### src/rtl/fetch_queue.sv
// fetch_queue: decoupling FIFO between the fetch stage and the decode stage.
// Latency: 1 cycle push-to-head. With FETCH_QUEUE_BYPASS_EN an empty queue
//   passes the fetch word straight through combinationally (0 cycles).
// Backpressure: in_ready drops only when the queue is full. It is computed
//   from registered occupancy alone, so a full queue refuses a push even in a
//   cycle that pops.
//
// Optional feature macro: FETCH_QUEUE_BYPASS_EN (empty-queue passthrough).
//
// Ports:
//   clk, reset        clock; synchronous active-high reset
//   flush             discard every entry and any same-cycle push (redirect)
//   in_valid/in_ready push handshake from fetch; in_code/in_pc/in_exc payload
//   out_valid         head valid; out_code/out_pc/out_exc are 0 when invalid
//   out_ready         decode consumes the head (= !stall_ID)
//   count             registered occupancy, 0..DEPTH
module fetch_queue #(
  parameter int DEPTH = 4,
  parameter int AW    = 2
) (
  input  logic          clk,
  input  logic          reset,
  input  logic          flush,
  input  logic          in_valid,
  input  logic [31:0]   in_code,
  input  logic [31:0]   in_pc,
  input  logic [4:0]    in_exc,
  output logic          in_ready,
  output logic          out_valid,
  output logic [31:0]   out_code,
  output logic [31:0]   out_pc,
  output logic [4:0]    out_exc,
  input  logic          out_ready,
  output logic [AW:0]   count
);

  localparam logic [AW:0]   FULL_CNT = (AW+1)'(DEPTH);
  localparam logic [AW:0]   CNT_ONE  = (AW+1)'(1);
  localparam logic [AW-1:0] PTR_ONE  = AW'(1);

  // Storage. No reset: stale entries are harmless because the output mask
  // hides anything outside the rp..wp window.
  logic [31:0] mem_code [DEPTH];
  logic [31:0] mem_pc   [DEPTH];
  logic [4:0]  mem_exc  [DEPTH];

  logic [AW-1:0] wp;
  logic [AW-1:0] rp;
  logic [AW:0]   cnt;

  logic empty;
  logic full;
  logic push;
  logic q_pop;
  logic wr_en;
  logic bypass_take;

  assign empty = (cnt == '0);
  assign full  = (cnt == FULL_CNT);

  assign in_ready = !full;
  assign count    = cnt;

  assign push  = in_valid & in_ready & !flush;
  // Only a stored entry is popped; a bypassed word never touches cnt/rp.
  assign q_pop = !empty & out_ready & !flush;

`ifdef FETCH_QUEUE_BYPASS_EN
  // Empty queue and decode ready: hand the word over directly, no storage.
  assign bypass_take = empty & in_valid & out_ready & !flush;
`else
  assign bypass_take = 1'b0;
`endif

  assign wr_en = push & !bypass_take;

  // Pointer / occupancy state. Reset outranks flush, flush outranks traffic.
  always_ff @(posedge clk) begin
    if (reset) begin
      wp  <= '0;
      rp  <= '0;
      cnt <= '0;
    end else if (flush) begin
      wp  <= '0;
      rp  <= '0;
      cnt <= '0;
    end else begin
      if (wr_en) begin
        wp <= wp + PTR_ONE;
      end
      if (q_pop) begin
        rp <= rp + PTR_ONE;
      end
      case ({wr_en, q_pop})
        2'b10:   cnt <= cnt + CNT_ONE;
        2'b01:   cnt <= cnt - CNT_ONE;
        default: cnt <= cnt;
      endcase
    end
  end

  // Payload write. wr_en already excludes flush; reset also blocks the write.
  always_ff @(posedge clk) begin
    if (!reset && wr_en) begin
      mem_code[wp] <= in_code;
      mem_pc[wp]   <= in_pc;
      mem_exc[wp]  <= in_exc;
    end
  end

  // Head outputs, masked to a zero (NOP) bubble when nothing is valid.
  always_comb begin
    out_valid = 1'b0;
    out_code  = '0;
    out_pc    = '0;
    out_exc   = '0;
    if (!empty) begin
      out_valid = 1'b1;
      out_code  = mem_code[rp];
      out_pc    = mem_pc[rp];
      out_exc   = mem_exc[rp];
    end
`ifdef FETCH_QUEUE_BYPASS_EN
    else if (in_valid) begin
      out_valid = 1'b1;
      out_code  = in_code;
      out_pc    = in_pc;
      out_exc   = in_exc;
    end
`endif
  end

endmodule

### config.mk
export PLATFORM = sky130hd
export DESIGN_NAME = fetch_queue
export DESIGN_NICKNAME = d
export VERILOG_FILES = /design/src/rtl/fetch_queue.sv
export SDC_FILE = /design/constraint.sdc
export NUM_CORES = 1
export LEC_CHECK = 0
export BUFFER_PORTS_ARGS = -buffer_cell sky130_fd_sc_hd__buf_4
export CORE_ASPECT_RATIO = 1.75
export CORE_MARGIN = 2
export CORE_UTILIZATION = 52
export DETAILED_ROUTE_END_ITERATION = 12
export GPL_TIMING_DRIVEN = 0
export PLACE_DENSITY = 0.72
export SKIP_CTS_REPAIR_TIMING = 1
export SLEW_MARGIN = 20
export SYNTH_ARGS = -nofsm -noshare
export SYNTH_HDL_FRONTEND = slang
export SYNTH_SLANG_ARGS = --single-unit
### constraint.sdc
create_clock -name clk -period 9.4 [get_ports clk]
set_clock_uncertainty 0.05 [all_clocks]
set_input_delay 2.35 -clock clk [delete_from_list [all_inputs] [get_ports clk]]
set_output_delay 2.35 -clock clk [all_outputs]
set_load 0.1 [all_outputs]
==> results of run 1 <==
## state kept, by name (all words and copies together) (netlist names), named ones only
signal    count
mem_exc      20
rp            2
count         3
mem_pc      128
mem_code    128
wp            2
## cells in the mapped netlist (2+ instances only)
cell type / number / area, um2
edfxtp_1: 276 / 8290
buf_12: 2 / 40.0
nor3b_1: 4 / 30.0
mux4_2: 69 / 1550
buf_2: 8 / 40.0
nor2_1: 8 / 30.0
inv_1: 5 / 18.8
clkbuf_1: 14 / 52.6
nand2_1: 4 / 15.0
and2_1: 69 / 432
xor2_1: 4 / 35.0
dfxtp_1: 9 / 180
mux2i_1: 2 / 20.0
a21oi_1: 2 / 10.0
or3_1: 2 / 12.5
ha_1: 5 / 62.6
## path summary, 6_finish.rpt
check / startpoint / end / slack, ps / cells past startpoint
hold reg to reg: wp[1] / wp[1] / 460 / 2
setup / recovery: count[0] / out_pc[20] / 4450 / 5
hold / removal: wp[1] / wp[1] / 460 / 2
setup reg to reg: count[2] / count[2] / 6840 / 8
## metal layers
layer / global-route usage [%] / vias to the layer above
met2: 33.1 / 150
li1: - / 2401
met4: 6.59 / 0
met1: 23.5 / 2744
met3: 2.48 / 37
met5: 0 / -
## per-stage QoR
step | cells | TNS (ps) | worst slack [ps] | hold WS (ps)
6_report | 971 | 0 | 4450 | 456
2_1_floorplan | 491 | 0 | 1010 | 421
5_1_grt | 971 | 0 | 4260 | 496
3_3_place_gp | 890 | -797430 | -2910 | 429
4_1_cts | 971 | 0 | 4350 | 460
3_5_place_dp | 926 | 0 | 4920 | 451
## worst max-delay path: stages, from the launching register on
cell and delay [ps]:
dfxtp_1 450, or3_1 160, clkbuf_1 440, clkbuf_1 470, and2_1 220, buf_4 300
## final cells by class
class                           instances  area (um2)  area share (%)
Sequential cell                       285        8470            63.0
Multi-Input combinational cell        176        2290            17.0
Timing Repair Buffer                  183        1400            10.5
Clock buffer                           26         629            4.69
Tap cell                              252         315            2.35
Clock inverter                         19         164            1.22
Buffer                                 25         144            1.07
Inverter                                5        18.8           0.140
## kinds of logic (layout without fill, tap and decap cells)
logic type | after synthesis | in the layout
xor gates and xnor gates | 4 | 4
muxes | 71 | 71
adders and majority gates | 6 | 6
DFF | 285 | 285
and+or+nand+nor | 90 | 90
AOI/OAI and AO/OA | 5 | 5
buffers and inverters | 30 | 258
## report_power, final
| part | total (mW) | switching, mW | internal [mW] |
|---|---|---|---|
| Sequential | 1.41 | 0.00304 | 1.40 |
| Combinational | 0.165 | 0.112 | 0.0530 |
| Clock | 0.985 | 0.419 | 0.567 |
| Total | 2.56 | 0.534 | 2.02 |
==> results.md, run 1 <==
* Mux cell area share after synthesis at 14.4%
* # IOs at ~150
* Worst-path clk slew at around 60 ps
* Final core occ at about two thirds
* Nets@finish at 781
* CP Capture Type: output port
* CTS tree: built
* Worst-Skew Late Latency at 510 ps
* First DRT Iteration DRCs at roughly 380
* Vias in the first global route at approximately 5.7k
* CTS HTree Levels at 1
* Synth warnings at 0
* Ant diodes at 0
* Gate count after technology mapping at roughly 490
* Worst EP arrival at between 2000 and 3000 ps
* CP startpoint kind: register
* Synth cell types at 24
* Compound-Gate Fraction of Synth Area at less than 1%
* Initial antenna violation count at 0
* Status: finished, final reports clean
* Post-DP HPWL at approximately 15000 um
* Vias at roughly 5.3k
* Post-route met1 wirelength at between 8000 and 9000 um
* Largest family of logic cells by synthesized area: multiplexers
* Slew @ Worst Pin at 698 ps
* Final Hold Viols at 0
* Worst VDD drop at approximately 0.18 mV
* Yosys reg bits at around 290
* Simple-gate share of the synthesized area at approximately 5%
* Post-layout min period at 4950 ps
* Root buffer cell: clkbuf_16
* CTS Buf Count at 25
* Crit Path Max Fanout at 10
* Routability congestion estimate at between 0.6 and 0.7
* First-pass GRT wire length at 31700 um
* WL met3 at roughly 840 um
* Max Root-Sink Buffers at 3
* Placed Area at between 10000 and 15000 um2
* Area share of fa/ha/maj cells after synthesis at less than 1%
* Sequential-to-total area share from yosys stat at ~78%
* Mapped Avg Cell Area at 22.2 um2
* Routed wire length per instance at roughly 21 um
* Residual DRC at 0
* Post-synthesis cell area at between 10000 and 15000 um2
* Crit Path Class: register to output port
* Max-slew violations at 0
* Row cnt at 70
* Initial Util at between 50% and 60%
* Largest net degree at the start of global routing at 17
* Max Cap Violations at 0
* Peak Freq at 0.202 GHz
* Syn Nets at approximately 570
* Total gr overflow at 0
* Fraction of layout cells with a size suffix above 1 at between 40% and 50%
* Setup Viol. Count Final at 0
* Core Footprint at between 20000 and 25000 um2
* Met2 routed wirelength at 11100 um
* Final period util at 52.6%
* HP Class: register to register
* Die H at 196 um
* Worst path required time at around 7000 ps
* Top Metal Used: met4
* Commonest cells after routing, fill and taps aside: edfxtp_1 (276), buf_4 (175), mux4_2 (69), and2_1 (69), clkbuf_16 (25)
* Detailed Routing Iterations Pass 1 at 4
* Final WL at 20600 um
* Count of buffers from port buffering at about 150
* Finished Cell Area at approximately 13000 um2
* Aggregate global-route resource usage at 18.7%
* Most common cell after layout, fill and taps aside: edfxtp_1
* ANT nets after route at 0
* EDFF count, synth at approximately 280
* Area grow syn2layout at 23.2%
* Fillers at around 1.4k
* Rel. slew slack at a little over half
* XOR/XNOR Fraction of Synth Area at less than 1%
* DR vias/cell at between 5 and 6
* Clk sink count at 285
* Die Area at 22200 um2
* Post-synth ARST share at 0%
* Die W at around 110 um
* Main synth FF type: edfxtp_1
* Power Dens Cells at 190 nW/um2
* LEAKAGE at approximately 4.7 nW
* Tot Pwr at roughly 2.6 mW
* RSZ-0062 raised after global routing: no
Note: power is estimated with default switching activity, not from simulation.
==> inputs of run 2 (changes only) <==
==> constraint.sdc (replaced) <==
create_clock -name clk -period 4.8 [get_ports clk]
set_clock_uncertainty 0.05 [all_clocks]
set_input_delay 1.2 -clock clk [delete_from_list [all_inputs] [get_ports clk]]
set_output_delay 1.2 -clock clk [all_outputs]
set_load 0.1 [all_outputs]
==> results.md, run 2 (same netlist as run 1, synthesis figures left out) <==
* HP Class: register to register
* Cell-internal power at 4.02 mW (+99%)
* Worst EP arrival at 2560 ps (about the same)
* Net switching power at 1.05 mW (+97%)
* Hold EP: wp[1]
* Post-DP HPWL at 14500 um (-1.1%)
* Status: finished, final reports clean
* Final worst slack at 987 ps (-3470 ps)
* Clk sink count at 285 (unchanged)
* Routability congestion estimate at 0.775 (+12%)
* Share of total power in sequential cells at 54.3% (-0.7 points)
* Initial Util at 52.5% (unchanged)
* Initial antenna violation count at 0 (unchanged)
* WL met3 at 864 um (+2.7%)
* First DRT Iteration DRCs at 251 (-33%)
* Worst-path clk slew at 60 ps (about the same)
* Worst VDD drop at 0.282 mV (+55%)
* Placement Setup Slack at 1270 ps (-3650 ps)
* Area grow syn2layout at 23.9%
* Worst R2R End: count[2]
* CTS Buf Count at 24 (-4.0%)
* Ant diodes at 0 (unchanged)
* Setup Viol. Count Final at 0 (unchanged)
* Sw Ratio at 20.8% (-0.13 points)
* CTS tree: built
* Met2 routed wirelength at 11800 um (+5.6%)
* FF-to-FF Start: count[2]
* Min-Delay Path Depth at 2 (unchanged)
* Post-route met1 wirelength at 7570 um (-5.6%)
* Total gr overflow at 0 (unchanged)
* Row cnt at 70 (unchanged)
* DR vias/cell at 5.53 (+0.78%)
* CP Capture Type: output port
* Aggregate global-route resource usage at 19.0% (+0.39 points)
* Max-slew violations at 0 (unchanged)
* Rel. slew slack at 50.3% (-3.1 points)
* RSZ-0062 raised after global routing: no
* Final Hold Viols at 0 (unchanged)
* R2r setup slk at 2080 ps (-4760 ps)
* Combinational share of power at 6.4% (about the same)
* Post-layout min period at 3810 ps
* Top Metal Used: met4
* Slew @ Worst Pin at 744 ps (+45.9 ps)
* Worst hold start: wp[1]
* Nets@finish at 767 (-1.8%)
* Most common cell after layout, fill and taps aside: edfxtp_1
* Detailed Routing Iterations Pass 1 at 4 (unchanged)
* Setup TNS at 0 ps (unchanged)
* Die Area at 22200 um2 (unchanged)
* Residual DRC at 0 (unchanged)
* Worst path required time at 3550 ps (-3450 ps)
* Most common cell on crit path: clkbuf_1
* Die W at 113 um (unchanged)
* Commonest cells after routing, fill and taps aside: edfxtp_1 (276), buf_4 (147), mux4_2 (69), and2_1 (69), clkbuf_16 (25)
* Vias at 5296 (-0.68%)
* Fillers at 1391 (-0.22%)
* LEAKAGE at 4.65 nW (-0.17%)
* Largest net degree at the start of global routing at 17 (unchanged)
* FF-to-FF path depth at 8 (unchanged)
* Top Registers: mem_code: 128 flops, mem_pc: 128 flops, mem_exc: 20 flops
* # IOs at 148 (unchanged)
* Worst-Skew Late Latency at 510 ps (about the same)
* Peak Freq at 0.262 GHz
* Root buffer cell: clkbuf_16
* Max Cap Violations at 0 (unchanged)
* ANT nets after route at 0 (unchanged)
* CTS HTree Levels at 1 (unchanged)
* Fraction of layout cells with a size suffix above 1 at 41.4% (-0.72 points)
* Crit Path Max Fanout at 10 (unchanged)
* Final WL at 20800 um (+1.1%)
* Final period util at around four fifths
* Routed wire length per instance at 21.7 um (+2.5%)
* Core Footprint at 20800 um2 (unchanged)
* Final core occ at 65.1% (+0.34 points)
* CP startpoint kind: register
* Max Root-Sink Buffers at 3 (unchanged)
* Slowest-stage cell, CP: dfxtp_1
* Count of buffers from port buffering at 147 (unchanged)
* Crit path cell chain: or3_1, clkbuf_1, clkbuf_1, and2_1, buf_4
* Die H at 196 um (unchanged)
* Slowest Stage Delay on Critical Path at 460 ps (about the same)
* Vias in the first global route at 5813 (+1.8%)
* First-pass GRT wire length at 32000 um (+1.0%)
* Clock Power Share at 39.2% (+0.7 points)
* Crit Path Class: register to output port
* Power Dens Cells at 376 nW/um2 (+97%)
-- run 2: changes by cell type in the layout (fill, tap and decap cells not counted), sizes merged --
cell,change
buf,-13
clkinv,-5
clkinvlp,+1
clkbuf,+2
bufinv,+1
-- run 2: how the worst max path moves through the flow --
| stage | from | end | slack (ps) | cells after the start |
|---|---|---|---|---|
| global route | count[0] | out_pc[19] | 790 | 5 |
| finish | count[0] | out_pc[1] | 990 | 5 |
| CTS | count[0] | out_pc[19] | 920 | 5 |
| floorplan | count[0] | mem_code[0][0] | -510 | 3 |
| global placement | flush | mem_code[0][17] | -2200 | 3 |
| detailed placement | flush | mem_exc[1][3] | 1270 | 6 |
-- run 2: final cells by class --
cell class,instances,area (um2),area share (%)
multi-input cells,176,2310,17.1
clock buffers,28,637,4.72
clock inverters,16,175,1.30
inverters,5,18.8,0.139
plain buffers,25,144,1.07
repair buffers,170,1430,10.6
flip-flops and latches,285,8470,62.7
well taps,252,315,2.34
-- run 2: per-stage QoR --
step / instance area [um2] / instances / power [mW] / hold slack [ps]
after floorplan: 10900 / 491 / 3.01 / 421
after global placement: 12300 / 890 / 3.12 / 425
after detailed placement: 12700 / 913 / 3.14 / 468
after CTS: 13500 / 957 / 5.12 / 477
after global routing: 13500 / 957 / 5.22 / 504
final: 13500 / 957 / 5.07 / 480
-- run 2: power by group through the flow --
stage | Sequential, mW | Clock, mW | Combinational (mW)
final | 2.76 | 1.99 | 0.326
after global routing | 2.76 | 2.12 | 0.342
after CTS | 2.76 | 2.03 | 0.329
after detailed placement | 2.81 | 0 | 0.328
after global placement | 2.81 | 0 | 0.309
after floorplan | 2.81 | 0 | 0.195
-- run 2: per-layer routing --
layer	GRT usage, %	vias up
met5	0	-
met4	6.78	0
met3	2.64	37
met2	35.6	143
met1	22.1	2745
li1	-	2371
-- run 2: worst max-delay path, delay by kind of cell (launching register included) --
family                 cells  cell delay [ps]
flip-flops                 1              460
AND/OR/NAND/NOR            2              400
buffers and inverters      3             1180
==> inputs of run 3 (changes only) <==
--- a/config.mk
+++ b/config.mk
@@ -5,13 +5,14 @@
 export SDC_FILE = /design/constraint.sdc
 export NUM_CORES = 1
 export LEC_CHECK = 0
+export ABC_AREA = 1
 export BUFFER_PORTS_ARGS = -buffer_cell sky130_fd_sc_hd__buf_4
 export CORE_ASPECT_RATIO = 1.75
 export CORE_MARGIN = 2
 export CORE_UTILIZATION = 52
 export DETAILED_ROUTE_END_ITERATION = 12
 export GPL_TIMING_DRIVEN = 0
-export PLACE_DENSITY = 0.72
+export PLACE_DENSITY = 0.75
 export SKIP_CTS_REPAIR_TIMING = 1
 export SLEW_MARGIN = 20
 export SYNTH_ARGS = -nofsm -noshare
==> constraint.sdc (replaced) <==
create_clock -name clk -period 3.47 [get_ports clk]
set_clock_uncertainty 0.05 [all_clocks]
set_input_delay 0.8675 -clock clk [delete_from_list [all_inputs] [get_ports clk]]
set_output_delay 0.8675 -clock clk [all_outputs]
set_load 0.1 [all_outputs]
==> results.md, run 3 <==
* Total gr overflow at 0 (unchanged)
* Post-DP HPWL at 16900 um (+17%)
* Placement Setup Slack at 328 ps (-941 ps)
* Clk sink count at 285 (unchanged)
* CTS Buf Count at 24 (unchanged)
* Vias in the first global route at 7519 (+29%)
* CTS tree: built
* Worst R2R End: mem_code[3][5]
* ANT nets after route at 0 (unchanged)
* Peak Freq at 0.308 GHz
* Nets@finish at 1154 (+50%)
* Worst path bufs/invs at 4 (+1)
* EDFF count, synth at 276 (unchanged)
* Routed wire length per instance at 19.1 um (-12%)
* Worst-Skew Late Latency at 510 ps (about the same)
* Final period util at a little over nine tenths
* # IOs at 148 (unchanged)
* Share of total power in sequential cells at 53.1% (-1.2 points)
* R2r setup slk at 1000 ps (-1080 ps)
* DR vias/cell at 5.45 (-1.5%)
* Setup Viol. Count Final at 0 (unchanged)
* Worst-path clk slew at 70 ps (about the same)
* Slowest-stage cell, CP: clkbuf_1
* Synth warnings at 0 (unchanged)
* Combinational share of power at 9.3% (+2.9 points)
* Slowest Stage Delay on Critical Path at 430 ps (-30 ps)
* Core Footprint at 21000 um2 (+1.3%)
* Hold EP: count[0]
* Rel. slew slack at 49.8% (-0.57 points)
* Tot Pwr at 7.18 mW (+42%)
* Power Dens Cells at 498 nW/um2 (+33%)
* Area grow syn2layout at 29.3%
* CP top delay family: buffers and inverters
* Crit path cell chain: inv_2, buf_4, clkbuf_1, o21ai_0, a21oi_4, buf_4
* HP Class: register to register
* Max Root-Sink Buffers at 3 (unchanged)
* Worst path required time at 2550 ps (-1000 ps)
* Final worst slack at 220 ps (-767 ps)
* Final Hold Viols at 0 (unchanged)
* Mapped Avg Cell Area at 12.5 um2 (-43%)
* CTS HTree Levels at 1 (unchanged)
* First-pass GRT wire length at 39400 um (+23%)
* FF-to-FF path depth at 7 (-1)
* Worst VDD drop at 0.497 mV (+76%)
* Min-Delay Path Depth at 2 (unchanged)
* Crit Path Max Fanout at 10 (unchanged)
* Post-layout min period at between 3000 and 4000 ps
* First DRT Iteration DRCs at 522 (+110%)
* Syn Nets at 969 (+70%)
* Fillers at 1472 (+5.8%)
* Sw Ratio at 23.2% (+2.4 points)
* Most common cell after layout, fill and taps aside: nor2_1
* Die H at 198 um (+1.1%)
* Status: finished, final reports clean
* Worst hold start: count[0]
* Gate count after technology mapping at 889 (+81%)
* Count of buffers from port buffering at 147 (unchanged)
* Most common cell on crit path: buf_4
* Row cnt at 70 (unchanged)
* Main synth FF type: edfxtp_1
* Commonest cells after routing, fill and taps aside: nor2_1 (285), edfxtp_1 (276), buf_4 (164)
* Detailed Routing Iterations Pass 1 at 5 (+1)
* Initial antenna violation count at 1 (+1)
* Max-slew violations at 0 (unchanged)
* Net switching power at 1.67 mW (+58%)
* Post-synth top area cell: edfxtp_1
* CP startpoint kind: register
* Aggregate global-route resource usage at 22.7% (+3.7 points)
* Clock Power Share at 37.5% (-1.7 points)
* CP Capture Type: output port
* Initial Util at 53.1% (+0.56 points)
* Sequential-to-total area share from yosys stat at 75.9% (-1.8 points)
* Synth cell types at 18 (-25%)
* Die W at 115 um (+1.1%)
* Crit Path Class: register to output port
* Cell-internal power at 5.51 mW (+37%)
* Top-area cell type share of the netlist area at 74.3% (-1.7 points)
* Largest net degree at the start of global routing at 24 (+7)
* Die Area at 22700 um2 (+2.3%)
* Top Registers: mem_code: 128 flops, mem_pc: 128 flops, mem_exc: 20 flops
* Slew @ Worst Pin at 752 ps (+7.50 ps)
* FF-to-FF Start: count[1]
* LEAKAGE at 5.03 nW (+8.2%)
* Final WL at 25600 um (+23%)
* Placed Cells incl. Taps at 1300 (+42%)
* Vias at 7329 (+38%)
* Root buffer cell: clkbuf_16
* Post-synthesis cell area at 11200 um2 (+2.4%)
* Count leader, synth: nor2_1
* Post-synth ARST share at 0% (unchanged)
* Yosys reg bits at 285 (unchanged)
* Worst EP arrival at 2330 ps (-230 ps)
* Top cells by count, synth: nor2_1 (289), edfxtp_1 (276), o21ai_0 (130), a21oi_1 (74), clkbuf_1 (22)
* RSZ-0062 raised after global routing: no
* Fraction of layout cells with a size suffix above 1 at 28.0% (-13 points)
* Max Cap Violations at 0 (unchanged)
* Routability congestion estimate at 0.801 (+3.4%)
* Finished Layout Cells at 1344 (+40%)
* Final hold slack at 438 ps (-42.3 ps)
* Residual DRC at 0 (unchanged)
* Setup TNS at 0 ps (unchanged)
* Dominant cells by area after synthesis: edfxtp_1 (74%), nor2_1 (9.7%), o21ai_0 (5.8%)
## run 3: cell count changes in the layout (fill, tap and decap cells not counted), moves of 11 or more
| cell | delta |
|---|---|
| a21oi_4 | +60 |
| mux4_2 | -69 |
| and2_1 | -69 |
| nor2_1 | +277 |
| buf_8 | -14 |
| nand2_1 | +11 |
| o21ai_0 | +129 |
| buf_4 | +17 |
| inv_1 | +13 |
## run 3: worst max path at each step
stage / to / cells after the start / slack (ps) / start
2_1_floorplan: out_code[0] / 5 / 10 / count[1]
3_3_place_gp: mem_code[1][8] / 5 / -530 / flush
3_5_place_dp: mem_code[3][3] / 7 / 330 / flush
4_1_cts: out_pc[17] / 6 / 160 / register
5_1_grt: out_pc[22] / 6 / 30 / register
6_report: out_pc[26] / 6 / 220 / register
## run 3: metal layers
layer | vias up | global-route usage (%) | share of wire (%)
li1 | 3500 | - | -
met1 | 3590 | 26.5 | 37
met2 | 200 | 42.2 | 55
met3 | 39 | 4.50 | 5.7
met4 | 0 | 6.43 | 1.8
met5 | - | 0 | 0
## run 3: logic make-up (layout without fill, tap and decap cells)
logic type      count (synthesis)  after routing  synth area share [%]
flops                         285            285                  75.9
compound gates                213            213                  9.56
simple gates                  312            312                  10.6
fa+ha+maj                       6              6                 0.740
buf+inv                        73            275                  3.22
other cells                     0              1                     0
## run 3: through the flow
step	area [um2]	utilization (%)
final	14400	68.6
after global routing	14400	68.6
after CTS	14400	68.6
after detailed placement	13600	64.8
after global placement	13300	63.4
after floorplan	11900	-
## run 3: power by group through the flow
| stage | Combinational [mW] | Sequential [mW] | Clock [mW] |
|---|---|---|---|
| 2_1_floorplan | 0.453 | 3.90 | 0 |
| 3_3_place_gp | 0.657 | 3.89 | 0 |
| 3_5_place_dp | 0.674 | 3.89 | 0 |
| 4_1_cts | 0.676 | 3.81 | 2.73 |
| 5_1_grt | 0.703 | 3.81 | 2.88 |
| 6_report | 0.671 | 3.81 | 2.70 |
## run 3: final cells by class
cell class | count | area, um2 | area share (%)
Antenna cell | 1 | 2.50 | 0.0174
Buffer | 52 | 287 | 1.99
Clock buffer | 29 | 641 | 4.44
Clock inverter | 14 | 146 | 1.02
Inverter | 21 | 78.8 | 0.547
Multi-Input combinational cell | 531 | 3070 | 21.3
Sequential cell | 285 | 8470 | 58.8
Tap cell | 252 | 315 | 2.19
Timing Repair Buffer | 159 | 1400 | 9.74
## run 3: tightest hold or removal path, stage by stage (launching register included)
cell     delay (ps)
dfxtp_2         340
nand2_1          60
a21oi_1          50
